==> src/rtl/wb_csr_ctrl.sv <==
// ---------------------------------------------------------------------------
// wb_csr_ctrl
// Writeback-stage commit controller. It latches one instruction from MEM and
// commits it in the following cycle. A commit performs the instruction's CSR
// access (csrrd/csrwr/csrxchg), reports exceptions and ertn to the CSR file,
// and writes the GPR file. An exception or ertn cancels all younger
// instructions and holds a redirect request to IF until IF acknowledges it.
//
// Optional feature (macro CSR_WR_FLUSH_EN):
//   When defined, a committed csrwr/csrxchg without an exception also flushes
//   and redirects IF to pc+4. This makes younger instructions re-fetch under
//   the new CSR state. When undefined, CSR writes never flush.
//
// Ports
//   clk, resetn                  clock, asynchronous active-low reset
//   ms_*                         instruction handed over by MEM
//   ws_allowin                   WB accepts ms_* (always 1)
//   csr_re/csr_num/csr_rvalue    CSR read (csr_rvalue is combinational)
//   csr_we/csr_wmask/csr_wvalue  CSR write
//   csr_eentry/csr_era           exception entry / return address from CSRs
//   wb_ex/wb_ecode/wb_esubcode/wb_pc  exception commit to CSR file
//   eret_flush                   ertn commit to CSR file
//   rf_we/rf_waddr/rf_wdata      GPR write port
//   ms_flush                     cancel all younger in-flight instructions
//   flush_req/flush_pc/flush_ack redirect handshake with IF
// ---------------------------------------------------------------------------
module wb_csr_ctrl (
  input  logic        clk,
  input  logic        resetn,
  // MEM -> WB
  input  logic        ms_valid,
  input  logic [31:0] ms_pc,
  input  logic [1:0]  ms_csr_op,
  input  logic [13:0] ms_csr_num,
  input  logic [31:0] ms_rj_value,
  input  logic [31:0] ms_rkd_value,
  input  logic        ms_ertn,
  input  logic        ms_ex,
  input  logic [5:0]  ms_ecode,
  input  logic [8:0]  ms_esubcode,
  input  logic        ms_gr_we,
  input  logic [4:0]  ms_dest,
  input  logic [31:0] ms_result,
  output logic        ws_allowin,
  // CSR file
  output logic        csr_re,
  output logic [13:0] csr_num,
  input  logic [31:0] csr_rvalue,
  output logic        csr_we,
  output logic [31:0] csr_wmask,
  output logic [31:0] csr_wvalue,
  input  logic [31:0] csr_eentry,
  input  logic [31:0] csr_era,
  output logic        wb_ex,
  output logic [5:0]  wb_ecode,
  output logic [8:0]  wb_esubcode,
  output logic [31:0] wb_pc,
  output logic        eret_flush,
  // GPR file
  output logic        rf_we,
  output logic [4:0]  rf_waddr,
  output logic [31:0] rf_wdata,
  // Pipeline control
  output logic        ms_flush,
  output logic        flush_req,
  output logic [31:0] flush_pc,
  input  logic        flush_ack
);

  localparam int unsigned XLEN    = 32;
  localparam int unsigned CSR_NW  = 14;
  localparam int unsigned ECODE_W = 6;
  localparam int unsigned ESUB_W  = 9;
  localparam int unsigned REG_AW  = 5;

  localparam logic [1:0] CSR_NONE = 2'b00;
  localparam logic [1:0] CSR_WR   = 2'b10;

  typedef enum logic {
    ST_IDLE  = 1'b0,
    ST_FLUSH = 1'b1
  } state_e;

  // Instruction held in WB between latch and commit
  typedef struct packed {
    logic [XLEN-1:0]    pc;
    logic [1:0]         csr_op;
    logic [CSR_NW-1:0]  csr_num;
    logic [XLEN-1:0]    rj_value;
    logic [XLEN-1:0]    rkd_value;
    logic               ertn;
    logic               ex;
    logic [ECODE_W-1:0] ecode;
    logic [ESUB_W-1:0]  esubcode;
    logic               gr_we;
    logic [REG_AW-1:0]  dest;
    logic [XLEN-1:0]    result;
  } ws_inst_t;

  state_e          state_q,    state_d;
  logic            ws_valid_q, ws_valid_d;
  ws_inst_t        inst_q,     inst_d;
  logic [XLEN-1:0] flush_pc_q, flush_pc_d;

  // Commit decode, priority ex > ertn > CSR op > plain
  logic commit_c;
  logic do_ex_c;
  logic do_ertn_c;
  logic do_csr_c;
  logic do_csr_wr_c;
  logic do_wr_flush_c;
  logic commit_flush_c;

  always_comb begin
    commit_c    = ws_valid_q && (state_q == ST_IDLE);
    do_ex_c     = commit_c && inst_q.ex;
    do_ertn_c   = commit_c && !inst_q.ex && inst_q.ertn;
    do_csr_c    = commit_c && !inst_q.ex && !inst_q.ertn && (inst_q.csr_op != CSR_NONE);
    // csrwr (10) and csrxchg (11) both write
    do_csr_wr_c = do_csr_c && inst_q.csr_op[1];
`ifdef CSR_WR_FLUSH_EN
    do_wr_flush_c = do_csr_wr_c;
`else
    do_wr_flush_c = 1'b0;
`endif
    commit_flush_c = do_ex_c || do_ertn_c || do_wr_flush_c;
  end

  // Next state, latch and redirect target
  always_comb begin
    state_d    = state_q;
    ws_valid_d = 1'b0;
    inst_d     = inst_q;
    flush_pc_d = flush_pc_q;

    case (state_q)
      ST_IDLE: begin
        if (commit_flush_c) begin
          // The instruction MEM presents now is younger and is dropped
          state_d = ST_FLUSH;
          if (do_ex_c) begin
            flush_pc_d = csr_eentry;
          end else if (do_ertn_c) begin
            flush_pc_d = csr_era;
          end else begin
            flush_pc_d = inst_q.pc + XLEN'(4);
          end
        end else if (ms_valid) begin
          ws_valid_d       = 1'b1;
          inst_d.pc        = ms_pc;
          inst_d.csr_op    = ms_csr_op;
          inst_d.csr_num   = ms_csr_num;
          inst_d.rj_value  = ms_rj_value;
          inst_d.rkd_value = ms_rkd_value;
          inst_d.ertn      = ms_ertn;
          inst_d.ex        = ms_ex;
          inst_d.ecode     = ms_ecode;
          inst_d.esubcode  = ms_esubcode;
          inst_d.gr_we     = ms_gr_we;
          inst_d.dest      = ms_dest;
          inst_d.result    = ms_result;
        end
      end
      ST_FLUSH: begin
        // MEM contents are wrong-path here; hold the redirect until taken
        if (flush_ack) begin
          state_d = ST_IDLE;
        end
      end
      default: begin
        state_d = ST_IDLE;
      end
    endcase
  end

  // State and datapath registers
  always_ff @(posedge clk or negedge resetn) begin
    if (!resetn) begin
      state_q    <= ST_IDLE;
      ws_valid_q <= 1'b0;
      inst_q     <= '0;
      flush_pc_q <= '0;
    end else begin
      state_q    <= state_d;
      ws_valid_q <= ws_valid_d;
      inst_q     <= inst_d;
      flush_pc_q <= flush_pc_d;
    end
  end

  // Commit outputs, all forced to zero outside a commit cycle
  always_comb begin
    ws_allowin  = 1'b1;

    csr_re      = do_csr_c;
    csr_num     = inst_q.csr_num;
    csr_we      = do_csr_wr_c;
    csr_wmask   = '0;
    csr_wvalue  = '0;
    if (do_csr_wr_c) begin
      csr_wmask  = (inst_q.csr_op == CSR_WR) ? {XLEN{1'b1}} : inst_q.rj_value;
      csr_wvalue = inst_q.rkd_value;
    end

    wb_ex       = do_ex_c;
    wb_ecode    = do_ex_c ? inst_q.ecode    : '0;
    wb_esubcode = do_ex_c ? inst_q.esubcode : '0;
    wb_pc       = do_ex_c ? inst_q.pc       : '0;
    eret_flush  = do_ertn_c;

    rf_we       = commit_c && inst_q.gr_we && !inst_q.ex;
    rf_waddr    = '0;
    rf_wdata    = '0;
    if (rf_we) begin
      rf_waddr = inst_q.dest;
      // CSR instructions return the value before the write
      rf_wdata = do_csr_c ? csr_rvalue : inst_q.result;
    end

    flush_req   = (state_q == ST_FLUSH);
    flush_pc    = flush_pc_q;
    ms_flush    = flush_req || commit_flush_c;
  end

endmodule

==> config.mk <==
export PLATFORM = sky130hd
export DESIGN_NAME = wb_csr_ctrl
export DESIGN_NICKNAME = d
export VERILOG_FILES = /design/src/rtl/wb_csr_ctrl.sv
export SDC_FILE = /design/constraint.sdc
export NUM_CORES = 1
export LEC_CHECK = 0
export CORE_AREA = 2 2 183 185
export DETAILED_ROUTE_END_ITERATION = 16
export DIE_AREA = 0 0 185 187
export HOLD_SLACK_MARGIN = 0.03
export PLACE_DENSITY_LB_ADDON = 0.05
export SETUP_SLACK_MARGIN = 0.2
export SYNTH_ARGS = -nofsm -noshare
export SYNTH_HDL_FRONTEND = slang
export SYNTH_SLANG_ARGS = --single-unit
==> constraint.sdc <==
create_clock -name clk -period 1.95 [get_ports clk]
set_input_delay 0.195 -clock clk [delete_from_list [all_inputs] [get_ports clk]]
set_output_delay 0.195 -clock clk [all_outputs]
set_load 0.005 [all_outputs]
Word level (Yosys, flattened, before mapping)
Cells that the tools add are included.

Flip-flop bits (word level): 201. Latch bits: 0. Memory bits (writable): 0. Bits in read-only memories: 0. Input port bits: 267. Logic and storage cells: 52. Memories: 0.

Add/subtract/negate cells: 1. $mul: 0. Divide/modulo/power cells: 0. $lt $le $gt $ge: 0. Eq/ne operators: 1. Shift-type cells: 0. Multiplexer cells: 17. Bitwise gates (word level): 2. Reductions and logical operators: 16.

Operators by type and width (number): 32-bit 2-to-1 mux (8); 32-bit by 3-bit adder with 32-bit output, second input constant (1); 1-bit logical AND (9); 9-bit 2-to-1 mux (1); 6-bit 2-to-1 mux (1); 1-bit 2-to-1 mux (5); 5-bit 2-to-1 mux (1); 3-bit AND reduction (1); 2-bit equality test, second input constant (1); 1-bit logical NOT (2); 1-bit logical OR (2); 1-bit inverter (2); 1-bit case mux with 2 select lines (1); 2-bit AND reduction (1); 2-bit nonzero test (1).

Longest topological paths before layout
Gate-level depths: netlist of run 1.

Depth in word-level cells: 7. Depth in mapped cells: 7. Depth with buffers taken out: 4.

Worst setup path after synthesis of run 1
Ideal clock, no wire load.

Path kind: reg2reg. Start: register inst_q[54] (netlist bit). End: register inst_q[0] (netlist bit). Arrival: 1.497 ns. Data required time: 1.825 ns. Slack: 0.328 ns. Cell stages (with the launch flop): 8. Buffers on the path: 4. Period minus slack after synthesis: 1.622 ns. Cell sequence: dfrtp_1 -> buf_2 -> o21ai_2 -> nor2b_1 -> buf_2 -> buf_6 -> buf_6 -> mux2_4.

Cells in the longest elaborated chain, start to end: 4.

Ends and longest elaborated chain: from (decl) (RTL line 102) `ws_inst_t inst_q, inst_d;`; from (signal assigned) (RTL line 186) `inst_q <= inst_d;`; 1-bit logical AND (RTL line 117) `do_ertn_c = commit_c && !inst_q.ex && inst_q.ertn;`; 1-bit logical OR (RTL line 126) `commit_flush_c = do_ex_c || do_ertn_c || do_wr_flush_c;`; 1-bit inverter (no line); 3-bit AND reduction (no line).

Every way passes these cells. A chain may end at the register's enable or synchronous reset.

Worst setup path in the final report of run 1
Start: register state_q, in the netlist flush_req. End: output port rf_wdata[21].

Cells in the longest elaborated chain, start to end: 7. Elaborated cells on any way between the ends: 9. Those cells by class: mux (2); bitwise (1); reduce/logical (6).

Ends and longest elaborated chain: from (decl) (RTL line 100) `state_e state_q, state_d;`; from (signal assigned) (RTL line 184) `state_q <= state_d;`; 1-bit inverter (no line) (*); 1-bit logical AND (*) (RTL line 115) `commit_c = ws_valid_q && (state_q == ST_IDLE);`; 1-bit logical AND (3 in a row) (RTL line 118) `do_csr_c = commit_c && !inst_q.ex && !inst_q.ertn && (inst_q.csr_op != CSR_NONE);`; 32-bit 2-to-1 mux (RTL line 217) `rf_wdata = do_csr_c ? csr_rvalue : inst_q.result;`; 32-bit 2-to-1 mux (*) (RTL line 214) `if (rf_we) begin`; to (decl) (RTL line 62) `output logic [31:0] rf_wdata,`.

Mark *: on every way between the ends. The rest lies on a longest branch, timed or not.

==> results of run 1 <==
[final cells by class]
cell class / instances / area [um^2]
multi-input combinational: 529 / 5040
fill: 2868 / 14500
clock inverter: 8 / 96.3
inverter: 34 / 140
tap: 448 / 561
sequential: 201 / 5030
clock buffer: 39 / 801
antenna: 2 / 5.00
timing repair buffer: 593 / 6640
[state kept, by name, summed over array words and instances, names as in the netlist]
| register | flops |
|---|---|
| csr_num | 14 |
| flush_pc | 32 |
| ws_valid_q | 1 |
| inst_q | 153 |
| flush_req | 1 |
[layer usage]
| metal | vias to the layer above | wire, um |
|---|---|---|
| li1 | 4030 | - |
| met1 | 4324 | 15900 |
| met2 | 313 | 19800 |
| met3 | 47 | 3100 |
| met4 | 2 | 861 |
| met5 | - | 14 |
[timing repair]
action,4_1_cts,5_1_grt
buffers inserted,33,15
hold buffers,1,0
pin swaps,25,9
cloned,7,29
resized for setup,595,268
endpoints found under the hold margin,77,0
setup endpoints to repair,350,351
[per-stage QoR]
step | cell area (um^2) | worst slack [ns] | setup TNS (ns) | power (mW)
4_1_cts | 16800 | -0.412 | -26.95 | 24.4
5_1_grt | 18300 | -0.415 | -45.89 | 28.3
2_1_floorplan | 10100 | 0.328 | 0 | 13.8
3_3_place_gp | 15400 | 0.0643 | 0 | 18.3
3_5_place_dp | 15400 | 0.0636 | 0 | 18.3
6_report | 18300 | -0.346 | -28.08 | 26.8
[worst max-delay path: stages, from the launching register on]
cell,delay (ns)
dfrtp_1,0.41
nor2b_4,0.22
buf_6,0.13
nand3b_1,0.10
buf_6,0.16
buf_12,0.13
clkbuf_16,0.16
a21oi_2,0.12
buf_2,0.13
[worst max-delay path by stage]
stage / startpoint / end / slack, ns / cells after the start
after floorplan: inst_q[54]$_DFFE_PN0P_ / inst_q[0]$_DFFE_PN0P_ / 0.33 / 7
after detailed placement: inst_q[53]$_DFFE_PN0P_ / wb_ex / 0.06 / 3
after CTS: flush_req$_DFF_PN0_ / wb_ex / -0.41 / 4
final: flush_req$_DFF_PN0_ / rf_wdata[21] / -0.35 / 8
after global placement: inst_q[53]$_DFFE_PN0P_ / wb_ex / 0.06 / 3
after global routing: flush_req$_DFF_PN0_ / rf_wdata[21] / -0.41 / 8
[power groups by stage]
stage / Clock (mW) / Combinational [mW] / Sequential [mW]
2_1_floorplan: 0 / 6.60 / 7.24
3_3_place_gp: 0 / 10.7 / 7.56
3_5_place_dp: 0 / 10.8 / 7.58
4_1_cts: 5.15 / 11.6 / 7.61
5_1_grt: 5.34 / 15.1 / 7.94
6_report: 5.03 / 14.1 / 7.66
[cell usage in the layout (no fill, tap or decap), types with 10 or more instances in the layout]
cell and instances:
nand2b_1 34, dfrtp_1 199, buf_16 19, and3_4 25, and3_1 22, clkdlybuf4s50_1 312
inv_1 32, a21oi_2 53, buf_4 18, a221o_1 32, buf_6 99, nand4b_1 32
a21oi_1 36, buf_8 10, mux2_4 120, nand2_1 68, clkdlybuf4s15_2 19, mux2_1 20
buf_12 19, buf_2 56, and2_4 34, mux2_2 25, clkbuf_16 50
[kinds of logic after synthesis]
family | count (synthesis) | synth area share, %
muxes | 166 | 22.2
buffers and inverters | 124 | 6.50
DFF | 201 | 49.8
AOI/OAI and AO/OA | 135 | 8.38
and+or+nand+nor | 227 | 13.1
other | 1 | 0.0371
==> run_results.csv, run 1 <==
group,metric,value,unit
drt,first_pass_iters,4,
cells_and_area,finalNonFillerCells,1854,
synthesis,synth_common_cells,"dfrtp_1 (201), mux2_4 (100), a21oi_1 (96)",
synthesis,netlist_area,10100,um^2
drt,drt_iter0_markers,346,
clocking,path_clk_slew,0.06,ns
status,violations,"negative setup slack",
synthesis,synth-edff-count,0,
clocking,insertion_delay,0.53,ns
floorplanning,io_pins,469,
floorplanning,initial_core_util,30.8,%
synthesis,yosysMostFrequentCell,"dfrtp_1",
power,p_switching,8.86,mW
power,seqPwrFrac,28.6,%
critical_path,timing.rr.end,"inst_q[5]$_DFFE_PN0P_",
grt,grt_pass1_vias,8911,
drt,ant_nets,0,
drt,drcViolationCount,0,
power,p_per_area,1460,nW/um^2
grt,grtUsageTotal,20.5,%
floorplanning,dieArea,34600,um^2
sta,post-route-min-period,2.30,ns
clocking,clk_path_buf_depth,3,
synthesis,synth_nets,1121,
floorplanning,rows,67,
drt,vias,8716,
sta,final_hold_viol_count,0,
place,portBuffers,467,
sta,fin_crit_sh,118,%
sta,skew,0.00880,ns
sta,setup_slack,-0.346,ns
synthesis,synth_warnings,0,
power,power_frac_comb,52.7,%
critical_path,r2r-start,"inst_q[53]$_DFFE_PN0P_",
grt,grt_busiest_layer,"met2",
critical_path,arrival,2.10,ns
critical_path,worst-endpoint-required,1.75,ns
power,internal_power,18.0,mW
floorplanning,die_h,187,um
synthesis,synth-seq-cells,201,
sta,fmax,436,MHz
synthesis,synth_top_area_share,49.8,%
synthesis,yosysUniqueCellTypes,28,
cells_and_area,final_core_util,55.7,%
grt,globalRoute.totalOverflow,0,
sta,slew_headroom,58.9,%
place,dp.final_hpwl,25000,um
hold_path,worstHoldPathType,"in -> async",
sta,maxSlewViolCount,0,
critical_path,reg2reg_slack,-0.06,ns
critical_path,rr_worst_depth,9,
sta,rsz0062_at_grt,"true",
synthesis,ys_seq_area_share,49.8,%
synthesis,synth.area.top_cells,"dfrtp_1 (50%), mux2_4 (15%), a21oi_1 (4.8%), mux2_1 (4.3%), a221o_1 (3.2%)",
clocking,clockRootBuffer,"clkbuf_16",
critical_path,start_kind,"register",
critical_path,path_class,"reg -> out",
clocking,cts_tree,"built",
place,gp_congestion,0.752,
power,ir_drop,0.000775,V
synthesis,synthFlopType,"dfrtp_1",
clocking,h-tree-depth,1,
synthesis,netlist_instances,854,
cells_and_area,area_growth_syn_to_layout,81.2,%
floorplanning,core_area,32900,um^2
sta,worstMarginPinSlew,0.616,ns
power,switching_share,33.0,%
grt,grt_pass1_wl,54600,um
power,p_leak,8.17,nW
drt,routedWlPerCell,21.4,um
grt,grt_util_met3,6.19,%
floorplanning,fp.dieW,185,um
critical_path,critPathMaxFanout,8,
clocking,clock_sinks,201,
grt,antenna_found_initial,4,
sta,whs,0.198,ns
grt,met1_usage,24.8,%
place,place_inst,1720,
cells_and_area,drive_gt1_share,42.2,%
job,cap_viol_max_count,0,
cells_and_area,finalNetCount,1652,
clocking,cts_buffers,26,
sta,finalSetupViolCount,183,
status,status,"finished with violations",
synthesis,syn_avg_cell_area,11.8,um^2
drt,routed_via_density,4.70,
critical_path,critPathCaptureType,"output pin",
synthesis,synthArstFlopShare,100,%
synthesis,post-synth-top-area-cell,"dfrtp_1",
drt,wl,39700,um
power,clock_power_share,18.8,%
grt,grtUsageMet2,35.4,%
grt,grt_max_degree,53,
Power figures use the tool's default switching activity.
==> run 2, diff against run 1 <==
--- a/config.mk
+++ b/config.mk
@@ -8,6 +8,7 @@
 export CORE_AREA = 2 2 183 185
 export DETAILED_ROUTE_END_ITERATION = 16
 export DIE_AREA = 0 0 185 187
+export GPL_TIMING_DRIVEN = 0
 export HOLD_SLACK_MARGIN = 0.03
 export PLACE_DENSITY_LB_ADDON = 0.05
 export SETUP_SLACK_MARGIN = 0.2
==> run_results.csv, run 2 (synthesis results as in run 1) <==
group,metric,value,unit
cells_and_area,area_growth_syn_to_layout,93.6,%
cells_and_area,final_common_cell,"clkdlybuf4s50_1",
hold_path,worstHoldPathType,"in -> async",
floorplanning,rows,67,
sta,maxSlewViolCount,0,
critical_path,rr_worst_depth,11,
critical_path,crit_chain,"buf_6 -> nor2_4 -> nand3_4 -> inv_8 -> buf_6 -> buf_8 -> buf_6 -> buf_6 -> buf_6 -> and2_4 -> buf_6",
grt,antenna_found_initial,5,
power,ir_drop,0.000849,V
place,place_inst,1771,
clocking,clock_sinks,201,
job,cap_viol_max_count,0,
grt,grtUsageTotal,21.5,%
critical_path,critPathMaxFanout,7,
sta,rsz0062_at_grt,"true",
sta,worstMarginPinSlew,0.612,ns
grt,grt_pass1_vias,9283,
sta,post-route-min-period,2.39,ns
drt,first_pass_iters,5,
drt,routedWlPerCell,20.4,um
drt,drcViolationCount,0,
floorplanning,fp.dieW,185,um
critical_path,worst-endpoint-required,1.75,ns
grt,globalRoute.totalOverflow,0,
critical_path,r2r-start,"inst_q[54]$_DFFE_PN0P_",
status,status,"finished with violations",
critical_path,max_stage_delay,0.37,ns
clocking,clockRootBuffer,"clkbuf_16",
clocking,cts_buffers,26,
sta,finalSetupViolCount,274,
drt,ant_nets,0,
sta,slew_headroom,59.2,%
critical_path,timing.rr.end,"inst_q[65]$_DFFE_PN0P_",
clocking,clk_path_buf_depth,3,
power,switching_share,32.2,%
clocking,h-tree-depth,1,
clocking,path_clk_slew,0.06,ns
cells_and_area,finalNetCount,1779,
critical_path,path_common_cell,"buf_6",
power,p_switching,9.31,mW
power,clock_power_share,16.6,%
power,p_leak,9.15,nW
floorplanning,core_area,32900,um^2
critical_path,critPathCaptureType,"output pin",
floorplanning,dieArea,34600,um^2
grt,grt_max_degree,83,
status,violations,"negative setup slack",
cells_and_area,largest_reg_flops,153,
critical_path,reg2reg_slack,-0.15,ns
sta,fin_crit_sh,123,%
sta,final_hold_viol_count,0,
power,p_per_area,1480,nW/um^2
clocking,cts_tree,"built",
cells_and_area,largest-register,"inst_q",
place,gp_congestion,0.759,
critical_path,start_kind,"register",
drt,routed_via_density,4.62,
clocking,insertion_delay,0.53,ns
critical_path,path_class,"reg -> out",
sta,fmax,418,MHz
floorplanning,io_pins,469,
drt,wl,40400,um
sta,tns,-53.81,ns
critical_path,arrival,2.20,ns
power,power_frac_comb,56.8,%
power,internal_power,19.6,mW
cells_and_area,finalNonFillerCells,1985,
floorplanning,initial_core_util,30.8,%
grt,grt_pass1_wl,56900,um
sta,setup_slack,-0.440,ns
cells_and_area,final_cell_mix,"clkdlybuf4s50_1 (311), dfrtp_1 (199), buf_6 (145)",
power,seqPwrFrac,26.6,%
critical_path,slowest_stage,"dfrtp_1",
place,portBuffers,467,
floorplanning,die_h,187,um
drt,drt_iter0_markers,256,
sta,skew,0.0115,ns
drt,vias,9179,
place,dp.final_hpwl,27000,um
cells_and_area,drive_gt1_share,45.8,%
place,post-place-ws,-0.948,ns
[run 2: changes by cell type in the layout (fill, tap and decap cells not counted), moves of 14 or more]
cell,delta
buf_6,+46
buf_4,+34
mux2_2,-23
nand2_1,-21
buf_12,+20
clkdlybuf4s15_2,-19
clkbuf_1,+17
mux2_4,+17
nand2_2,+16
dlymetal6s2s_1,+15
buf_2,+14
[run 2: metal layers]
layer  global-route usage [%]  part of all wire, %  vias up
met4                     6.65                  2.9        2
met5                        0                0.032        -
met1                     25.9                   40     4506
met2                     36.5                   49      302
met3                     6.74                  7.9       60
li1                         -                    -     4309
[run 2: cell type report]
type                    count  area, um^2
inverters                  34         140
plain buffers              90        1100
repair buffers            629        6660
multi-input cells         530        5200
fillers                  2793       13300
diodes                      5        12.5
clock inverters             6        55.1
clock buffers              42         802
flip-flops and latches    201        5030
well taps                 448         561
[run 2: timing repair]
item,CTS,global route
setup buffers,59,72
hold buffers,1,0
hold endpoints to repair,90,0
gates resized for setup,732,374
pin swaps,34,16
setup endpoints to repair,351,340
cloned,14,15
[run 2: stage by stage]
step,instance area (um^2),utilization [%],hold WS (ns),power [mW]
after global routing,19600,59.5,0.183,30.6
final,19600,59.5,0.163,28.9
after global placement,15300,46.7,0.460,18.2
after floorplan,10100,-,-0.101,13.8
after detailed placement,15400,46.9,0.123,18.3
after CTS,17700,54.0,0.157,26.3
[run 2: worst max-delay path: cells and delay by family, from the launching register on]
kind                   cells  cell delay (ns)
buffers and inverters      8             0.79
DFF                        1             0.37
and+or+nand+nor            3             0.49
[run 2: how the worst max path moves through the flow]
stage / startpoint / to / slack, ns / cells past startpoint
floorplan: inst_q[54]$_DFFE_PN0P_ / inst_q[0]$_DFFE_PN0P_ / 0.33 / 7
global placement: resetn / inst_q[7]$_DFFE_PN0P_ / -8.89 / 1
detailed placement: flush_req$_DFF_PN0_ / csr_wvalue[13] / -0.95 / 6
CTS: ws_valid_q$_DFF_PN0_ / csr_wmask[2] / -0.56 / 5
global route: inst_q[54]$_DFFE_PN0P_ / csr_wvalue[17] / -0.53 / 11
finish: inst_q[54]$_DFFE_PN0P_ / csr_wvalue[17] / -0.44 / 11
[run 2: power groups by stage]
stage               clock, mW  sequential (mW)  combinational [mW]
floorplan                   0             7.24                6.60
global placement            0             7.52                10.7
detailed placement          0             7.53                10.8
CTS                      4.94             7.61                13.7
global route             5.09             7.98                17.5
finish                   4.81             7.71                16.4
